<file path="src/rtl/pipe_pkg.sv">
// -----------------------------------------------------------------------------
// pipe_pkg
// Shared types for the inter-stage pipeline registers.
//   stage_state_e : occupancy state of a stage register (EMPTY / ONE / FULL).
//   id_ex_ctrl_t  : ID/EX control vector, 11 bits, carried as the ctrl field.
//   ID_EX_BUBBLE  : control value of a bubble (every write/read enable off).
// -----------------------------------------------------------------------------
package pipe_pkg;

  // Encoding equals the number of held entries.
  typedef enum logic [1:0] {
    ST_EMPTY = 2'd0,
    ST_ONE   = 2'd1,
    ST_FULL  = 2'd2
  } stage_state_e;

  typedef struct packed {
    logic [1:0] alu_src;
    logic [1:0] mem_to_reg;
    logic       reg_write;
    logic       mem_write;
    logic       read_enable;
    logic [2:0] alu_op;
    logic       choose_rd;
  } id_ex_ctrl_t;

  localparam int unsigned ID_EX_CTRL_W = $bits(id_ex_ctrl_t);
  localparam id_ex_ctrl_t ID_EX_BUBBLE = '0;
  localparam int unsigned PIPE_DATA_W  = 148;

endpackage : pipe_pkg

</file>
<file path="src/rtl/pipe_slot.sv">
// -----------------------------------------------------------------------------
// pipe_slot
// One entry of a stage register: valid flag, control vector and payload.
//   clk, reset_n : clock, asynchronous active-low reset
//   load_i       : capture data_i/ctrl_i and mark the entry valid
//   clear_i      : drop the entry (valid=0); payload and control hold
//   data_i/ctrl_i: entry contents to load
//   valid_o      : entry holds a beat
//   data_o/ctrl_o: stored payload and control
// clear_i wins over load_i, so a squash can never be undone by a load.
// -----------------------------------------------------------------------------
module pipe_slot #(
  parameter int unsigned       DATA_W      = 148,
  parameter int unsigned       CTRL_W      = 11,
  parameter logic [CTRL_W-1:0] BUBBLE_CTRL = '0
) (
  input  logic              clk,
  input  logic              reset_n,
  input  logic              load_i,
  input  logic              clear_i,
  input  logic [DATA_W-1:0] data_i,
  input  logic [CTRL_W-1:0] ctrl_i,
  output logic              valid_o,
  output logic [DATA_W-1:0] data_o,
  output logic [CTRL_W-1:0] ctrl_o
);

  logic              valid_q;
  logic [DATA_W-1:0] data_q;
  logic [CTRL_W-1:0] ctrl_q;

  // NOTE: these are plain flops, not a RAM, so resetting the payload is cheap
  // and gives a defined out_data after reset.
  always_ff @(posedge clk or negedge reset_n) begin
    if (!reset_n) begin
      // NOTE: non-blocking assignments so every flop samples pre-edge values.
      valid_q <= 1'b0;
      data_q  <= '0;
      ctrl_q  <= BUBBLE_CTRL;
    end else if (clear_i) begin
      valid_q <= 1'b0;
    end else if (load_i) begin
      valid_q <= 1'b1;
      data_q  <= data_i;
      ctrl_q  <= ctrl_i;
    end
  end

  assign valid_o = valid_q;
  assign data_o  = data_q;
  assign ctrl_o  = ctrl_q;

endmodule : pipe_slot

</file>
<file path="src/rtl/pipe_stage_reg.sv">
// -----------------------------------------------------------------------------
// pipe_stage_reg
// Inter-stage pipeline register with valid/ready flow control, stall and flush.
// An empty or flushed slot always presents BUBBLE_CTRL, so it never writes the
// register file or memory.
//   clk        : clock, rising edge
//   reset_n    : asynchronous active-low reset
//   flush      : synchronous squash of held and same-cycle incoming beats
//   in_valid   : upstream beat valid        in_ready  : this stage accepts
//   in_data    : upstream payload           in_ctrl   : upstream control
//   out_valid  : downstream beat valid      out_ready : downstream accepts
//   out_data   : payload of oldest entry    out_ctrl  : its control / bubble
//   occupancy  : entries held (0..2)
// SKID=1: main + skid entry, in_ready registered (no out_ready->in_ready path).
// SKID=0: main entry only, in_ready = !out_valid | out_ready.
// -----------------------------------------------------------------------------
module pipe_stage_reg
  import pipe_pkg::*;
#(
  parameter int unsigned       DATA_W      = PIPE_DATA_W,
  parameter int unsigned       CTRL_W      = ID_EX_CTRL_W,
  parameter logic [CTRL_W-1:0] BUBBLE_CTRL = '0,
  parameter bit                SKID        = 1'b1
) (
  input  logic              clk,
  input  logic              reset_n,
  input  logic              flush,
  input  logic              in_valid,
  output logic              in_ready,
  input  logic [DATA_W-1:0] in_data,
  input  logic [CTRL_W-1:0] in_ctrl,
  output logic              out_valid,
  input  logic              out_ready,
  output logic [DATA_W-1:0] out_data,
  output logic [CTRL_W-1:0] out_ctrl,
  output logic [1:0]        occupancy
);

  stage_state_e      state_q, state_d;
  logic              ready_q;
  logic              accept, issue;
  logic              main_load, main_clear, skid_load, skid_clear;
  logic [DATA_W-1:0] main_data_d;
  logic [CTRL_W-1:0] main_ctrl_d;
  logic              main_valid, skid_valid;
  logic [DATA_W-1:0] main_data, skid_data;
  logic [CTRL_W-1:0] main_ctrl, skid_ctrl;

  assign issue  = main_valid & out_ready;
  assign accept = in_valid & in_ready & ~flush;

  // With SKID=0 the FSM never reaches ST_FULL: in ST_ONE in_ready equals
  // out_ready, so every accept there coincides with an issue.
  always_comb begin
    // NOTE: every output of this block gets a default first, so no latches.
    state_d     = state_q;
    main_load   = 1'b0;
    main_clear  = 1'b0;
    skid_load   = 1'b0;
    skid_clear  = 1'b0;
    main_data_d = in_data;
    main_ctrl_d = in_ctrl;
    if (flush) begin
      state_d    = ST_EMPTY;
      main_clear = 1'b1;
      skid_clear = 1'b1;
    end else begin
      unique case (state_q)
        ST_EMPTY: begin
          if (accept) begin
            main_load = 1'b1;
            state_d   = ST_ONE;
          end
        end
        ST_ONE: begin
          if (accept && issue) begin
            main_load = 1'b1;
          end else if (accept) begin
            skid_load = 1'b1;
            state_d   = ST_FULL;
          end else if (issue) begin
            main_clear = 1'b1;
            state_d    = ST_EMPTY;
          end
        end
        ST_FULL: begin
          // Skid beat is older than anything upstream: it moves to main.
          if (issue) begin
            main_load   = 1'b1;
            main_data_d = skid_data;
            main_ctrl_d = skid_ctrl;
            skid_clear  = 1'b1;
            state_d     = ST_ONE;
          end
        end
        default: state_d = ST_EMPTY;
      endcase
    end
  end

  // ready_q comes up one edge after reset release; with SKID=1 it is also the
  // registered "not full" flag.
  always_ff @(posedge clk or negedge reset_n) begin
    if (!reset_n) begin
      state_q <= ST_EMPTY;
      ready_q <= 1'b0;
    end else begin
      state_q <= state_d;
      ready_q <= SKID ? (state_d != ST_FULL) : 1'b1;
    end
  end

  pipe_slot #(
    .DATA_W      (DATA_W),
    .CTRL_W      (CTRL_W),
    .BUBBLE_CTRL (BUBBLE_CTRL)
  ) u_main (
    .clk     (clk),
    .reset_n (reset_n),
    .load_i  (main_load),
    .clear_i (main_clear),
    .data_i  (main_data_d),
    .ctrl_i  (main_ctrl_d),
    .valid_o (main_valid),
    .data_o  (main_data),
    .ctrl_o  (main_ctrl)
  );

  if (SKID) begin : g_skid
    pipe_slot #(
      .DATA_W      (DATA_W),
      .CTRL_W      (CTRL_W),
      .BUBBLE_CTRL (BUBBLE_CTRL)
    ) u_skid (
      .clk     (clk),
      .reset_n (reset_n),
      .load_i  (skid_load),
      .clear_i (skid_clear),
      .data_i  (in_data),
      .ctrl_i  (in_ctrl),
      .valid_o (skid_valid),
      .data_o  (skid_data),
      .ctrl_o  (skid_ctrl)
    );
    assign in_ready = ready_q;
  end else begin : g_noskid
    assign skid_valid = 1'b0;
    assign skid_data  = '0;
    assign skid_ctrl  = BUBBLE_CTRL;
    assign in_ready   = ready_q & (~main_valid | out_ready);
  end

  assign out_valid = main_valid;
  assign out_data  = main_data;
  assign out_ctrl  = main_valid ? main_ctrl : BUBBLE_CTRL;
  // Counted from the entry flags so it drops to 0 the instant reset asserts.
  assign occupancy = 2'(main_valid) + 2'(skid_valid);

endmodule : pipe_stage_reg
</file>
<file path="config.mk">
export PLATFORM = sky130hd
export DESIGN_NAME = pipe_stage_reg
export DESIGN_NICKNAME = d
export VERILOG_FILES = /design/src/rtl/pipe_pkg.sv /design/src/rtl/pipe_slot.sv /design/src/rtl/pipe_stage_reg.sv
export SDC_FILE = /design/constraint.sdc
export NUM_CORES = 1
export LEC_CHECK = 0
export ABC_AREA = 1
export CAP_MARGIN = 20
export CELL_PAD_IN_SITES_DETAIL_PLACEMENT = 1
export CELL_PAD_IN_SITES_GLOBAL_PLACEMENT = 2
export CORE_MARGIN = 1.5
export CORE_UTILIZATION = 29
export CTS_CLUSTER_SIZE = 30
export DETAILED_ROUTE_END_ITERATION = 8
export PLACE_DENSITY = 0.87
export SLEW_MARGIN = 20
export SYNTH_ARGS = -nofsm -noshare
export SYNTH_HDL_FRONTEND = slang
export SYNTH_SLANG_ARGS = --single-unit
</file>
<file path="constraint.sdc">
create_clock -name clk -period 1.9 [get_ports clk]
set_input_delay 0.285 -clock clk [delete_from_list [all_inputs] [get_ports clk]]
set_output_delay 0.285 -clock clk [all_outputs]
set_load 0.03 [all_outputs]
</file>
==> results of run 1 <==
-- where the power goes --
group	total, uW	switching (uW)	internal, uW
Combinational	9200	5810	3400
Sequential	11700	1810	9900
Clock	8070	3060	5010
-- registers in the layout (all words and copies together), names as in the netlist --
signal and cells:
in_ready 1, g_skid.u_skid.ctrl_o 11, u_main.ctrl_o 11, g_skid.u_skid.data_o 148, g_skid.u_skid.valid_o 1, u_main.valid_o 1
state_q 2, u_main.data_o 148
-- what timing repair did --
| action | 4_1_cts | 5_1_grt |
|---|---|---|
| buffers inserted | 0 | 1 |
| hold buffers | 1 | 0 |
| gates resized for setup | 131 | 19 |
| endpoints found under the hold margin | 37 | 0 |
| setup endpoints to repair | 138 | 20 |
-- worst register-to-register path: stages, from the launching register on --
cell and delay [ns]:
dfrtp_2 0.47, buf_4 0.17, nand2_4 0.11, nand2_1 0.13
nand3_4 0.18, buf_16 0.33, nand3_1 0.19, nand2_1 0.12
-- per-stage QoR --
stage	worst slack, ns	util (%)	TNS [ns]	std cells
after floorplan	0.283	-	0	1946
after detailed placement	-0.100	39.2	-7.14	2904
after global placement	-0.0826	39.2	-3.33	2904
after CTS	-0.0674	41.7	-0.0674	2979
after global routing	0.00111	41.8	0	2984
final	0.0471	41.8	0	2984
-- routing by layer --
layer  wire length [um]  share of wire, %  GRT usage, %
met1              23200                45          25.7
met4               1030               2.0          5.82
met5                 40             0.077             0
met2              25300                49          33.3
met3               2140               4.1          3.37
-- final cells by class --
class | instances | area (sq um) | share of cell area, %
inverter | 176 | 666 | 3.15
antenna | 4 | 10.0 | 0.0474
clock inverter | 9 | 98.8 | 0.468
multi-input combinational | 1308 | 5600 | 26.5
sequential | 323 | 8080 | 38.3
timing repair buffer | 427 | 4500 | 21.3
tap | 672 | 841 | 3.98
clock buffer | 65 | 1320 | 6.25
-- cells in the mapped netlist, drive strengths merged --
cell type  number  area share (%)
inv           176             4.4
a21oi           1           0.033
nand3         322              11
nor2            5            0.14
ha              1           0.084
o22ai           1           0.042
nand2         817              21
clkbuf         77             2.0
o21ai         160             5.4
buf            62             2.3
dfrtp         323              54
nand4           1           0.042
-- cell families (layout without fill, tap and decap cells) --
| family | count (synthesis) | count (layout) | synth area share, % |
|---|---|---|---|
| AOI/OAI and AO/OA | 162 | 162 | 5.44 |
| adders and majority gates | 1 | 1 | 0.0838 |
| buffers and inverters | 315 | 677 | 8.72 |
| DFF | 323 | 323 | 54.1 |
| other | 0 | 4 | 0 |
| and+or+nand+nor | 1145 | 1145 | 31.6 |
-- path summary, 6_finish.rpt --
kind                                                         to  cells after the start  slack, ns
min in group clk           g_skid.u_skid.data_o[56]$_DFFE_PN0P_                      3       0.32
hold reg to reg            g_skid.u_skid.data_o[86]$_DFFE_PN0P_                      2       0.48
hold / removal             g_skid.u_skid.data_o[14]$_DFFE_PN0P_                      2       0.28
setup reg to reg                  u_main.data_o[13]$_DFFE_PN0P_                      7       0.14
setup / recovery                                  out_data[131]                      1       0.05
max in group asynchronous  g_skid.u_skid.data_o[61]$_DFFE_PN0P_                      4       0.88
==> flow_metrics.py, run 1 <==
metrics = {
    "cells_and_area": {
        "nets": 2442,
        "final_common_cell": "nand2_1",
        "fill_cells": 6078,
        "drive_above_1_share_pct": 8.45,
        "synthToLayoutAreaGrowth_pct": 41.4,
        "fin_area_sq_um": 21100,
        "final_cell_mix": "815 x nand2_1, 322 x dfrtp_1, 319 x nand3_1, 171 x inv_1, 171 x clkdlybuf4s50_1",
    },
    "sta": {
        "tightest_slew_ns": 0.496,
        "fmax_mhz": 540,
        "skew_ns": 0.0140,
        "relSlewSlack_pct": 67.0,
        "slew_viol_final": 0,
        "min_period_over_period_pct": 97.5,
        "finalSetupViolCount": 0,
        "holdWs_ns": 0.280,
        "fin_crit_ns": 1.85,
        "rsz0062_at_grt": "false",
        "hold_viol_final": 0,
    },
    "clock_network": {
        "worstSkewPairLatency_ns": 0.55,
        "htree_levels": 2,
        "numCtsBuffers": 41,
        "clkSinkCount": 323,
        "cts_tree": "yes",
        "clock_path_buffers": 3,
        "root_buffer": "clkbuf_16",
        "clkTransAtPathRegs_ns": 0.06,
    },
    "setup_path": {
        "start_kind": "flop",
        "crit_path_max_fanout": 2,
        "cp.required_ns": 1.62,
        "crit_family": "buffers and inverters",
        "path_class": "flop to output port",
        "arrival_ns": 1.57,
        "startpoint": "u_main.data_o[131]$_DFFE_PN0P_",
        "crit_path_top_delay_cell": "clkdlybuf4s50_1",
        "worstReg2RegStart": "u_main.valid_o$_DFFE_PN0P_",
        "crit_buf_inv": 1,
        "worst_path_largest_cell_delay_ns": 0.68,
        "critPathCaptureType": "output port",
        "crit_chain": "clkdlybuf4s50_1",
    },
    "route": {
        "drtIter0Drc": 768,
        "avgRoutedWirePerCell_um": 17.3,
        "ant_nets": 0,
        "detail_route.first_pass.iterations": 5,
        "routed-via-count": 14000,
        "wl_um": 51700,
        "drc": 0,
        "via_per_inst": 4.70,
    },
    "yosys": {
        "syn_inst": 1946,
        "netlist_area_sq_um": 14900,
        "syn_avg_cell_area_sq_um": 7.67,
        "synth_fp_nets": 2111,
        "yosysWarnings": 0,
        "synth_cell_types": 20,
        "ys_ff_latch": 323,
        "seq_area_frac_synth_pct": 54.1,
    },
    "global_routing": {
        "gr-total-overflow": 0,
        "grt_pass1_wl_um": 83500,
        "grt_max_degree": 75,
        "antenna_found_initial": 7,
        "grt.total_usage_pct": 19.7,
        "grt_pass1_vias": 15100,
    },
    "power_and_ir_drop": {
        "power.total_uw": 29000,
        "powerDensity_nw_per_um2": 1370,
        "p_leak_uw": 0.0115,
        "irDropWorstVdd_mv": 0.672,
    },
    "floorplanning": {
        "fp.dieW_um": 230,
        "die-height_um": 230,
        "design.portCount": 327,
        "start_util_pct": 29.6,
        "die_area_sq_um": 52800,
        "rows": 82,
        "core_sq_um": 50500,
    },
    "outcome": {
        "status": "completed",
    },
    "placed_design": {
        "gp_congestion": 0.769,
        "hpwl_um": 35100,
        "placedInstanceArea_sq_um": 19800,
        "io_buffers": 326,
    },
    "hold_path": {
        "hold_path_class": "input pin to asynchronous set/reset pin",
    },
    "job": {
        "cap_violations": 0,
    },
}
Note: power is estimated with default switching activity, not from simulation.
==> inputs of run 2 (changes only) <==
- HOLD_SLACK_MARGIN: not set -> 0.15
==> results of run 2 <==
Same layout as run 1: the final DEF is identical, and so are final timing and power.
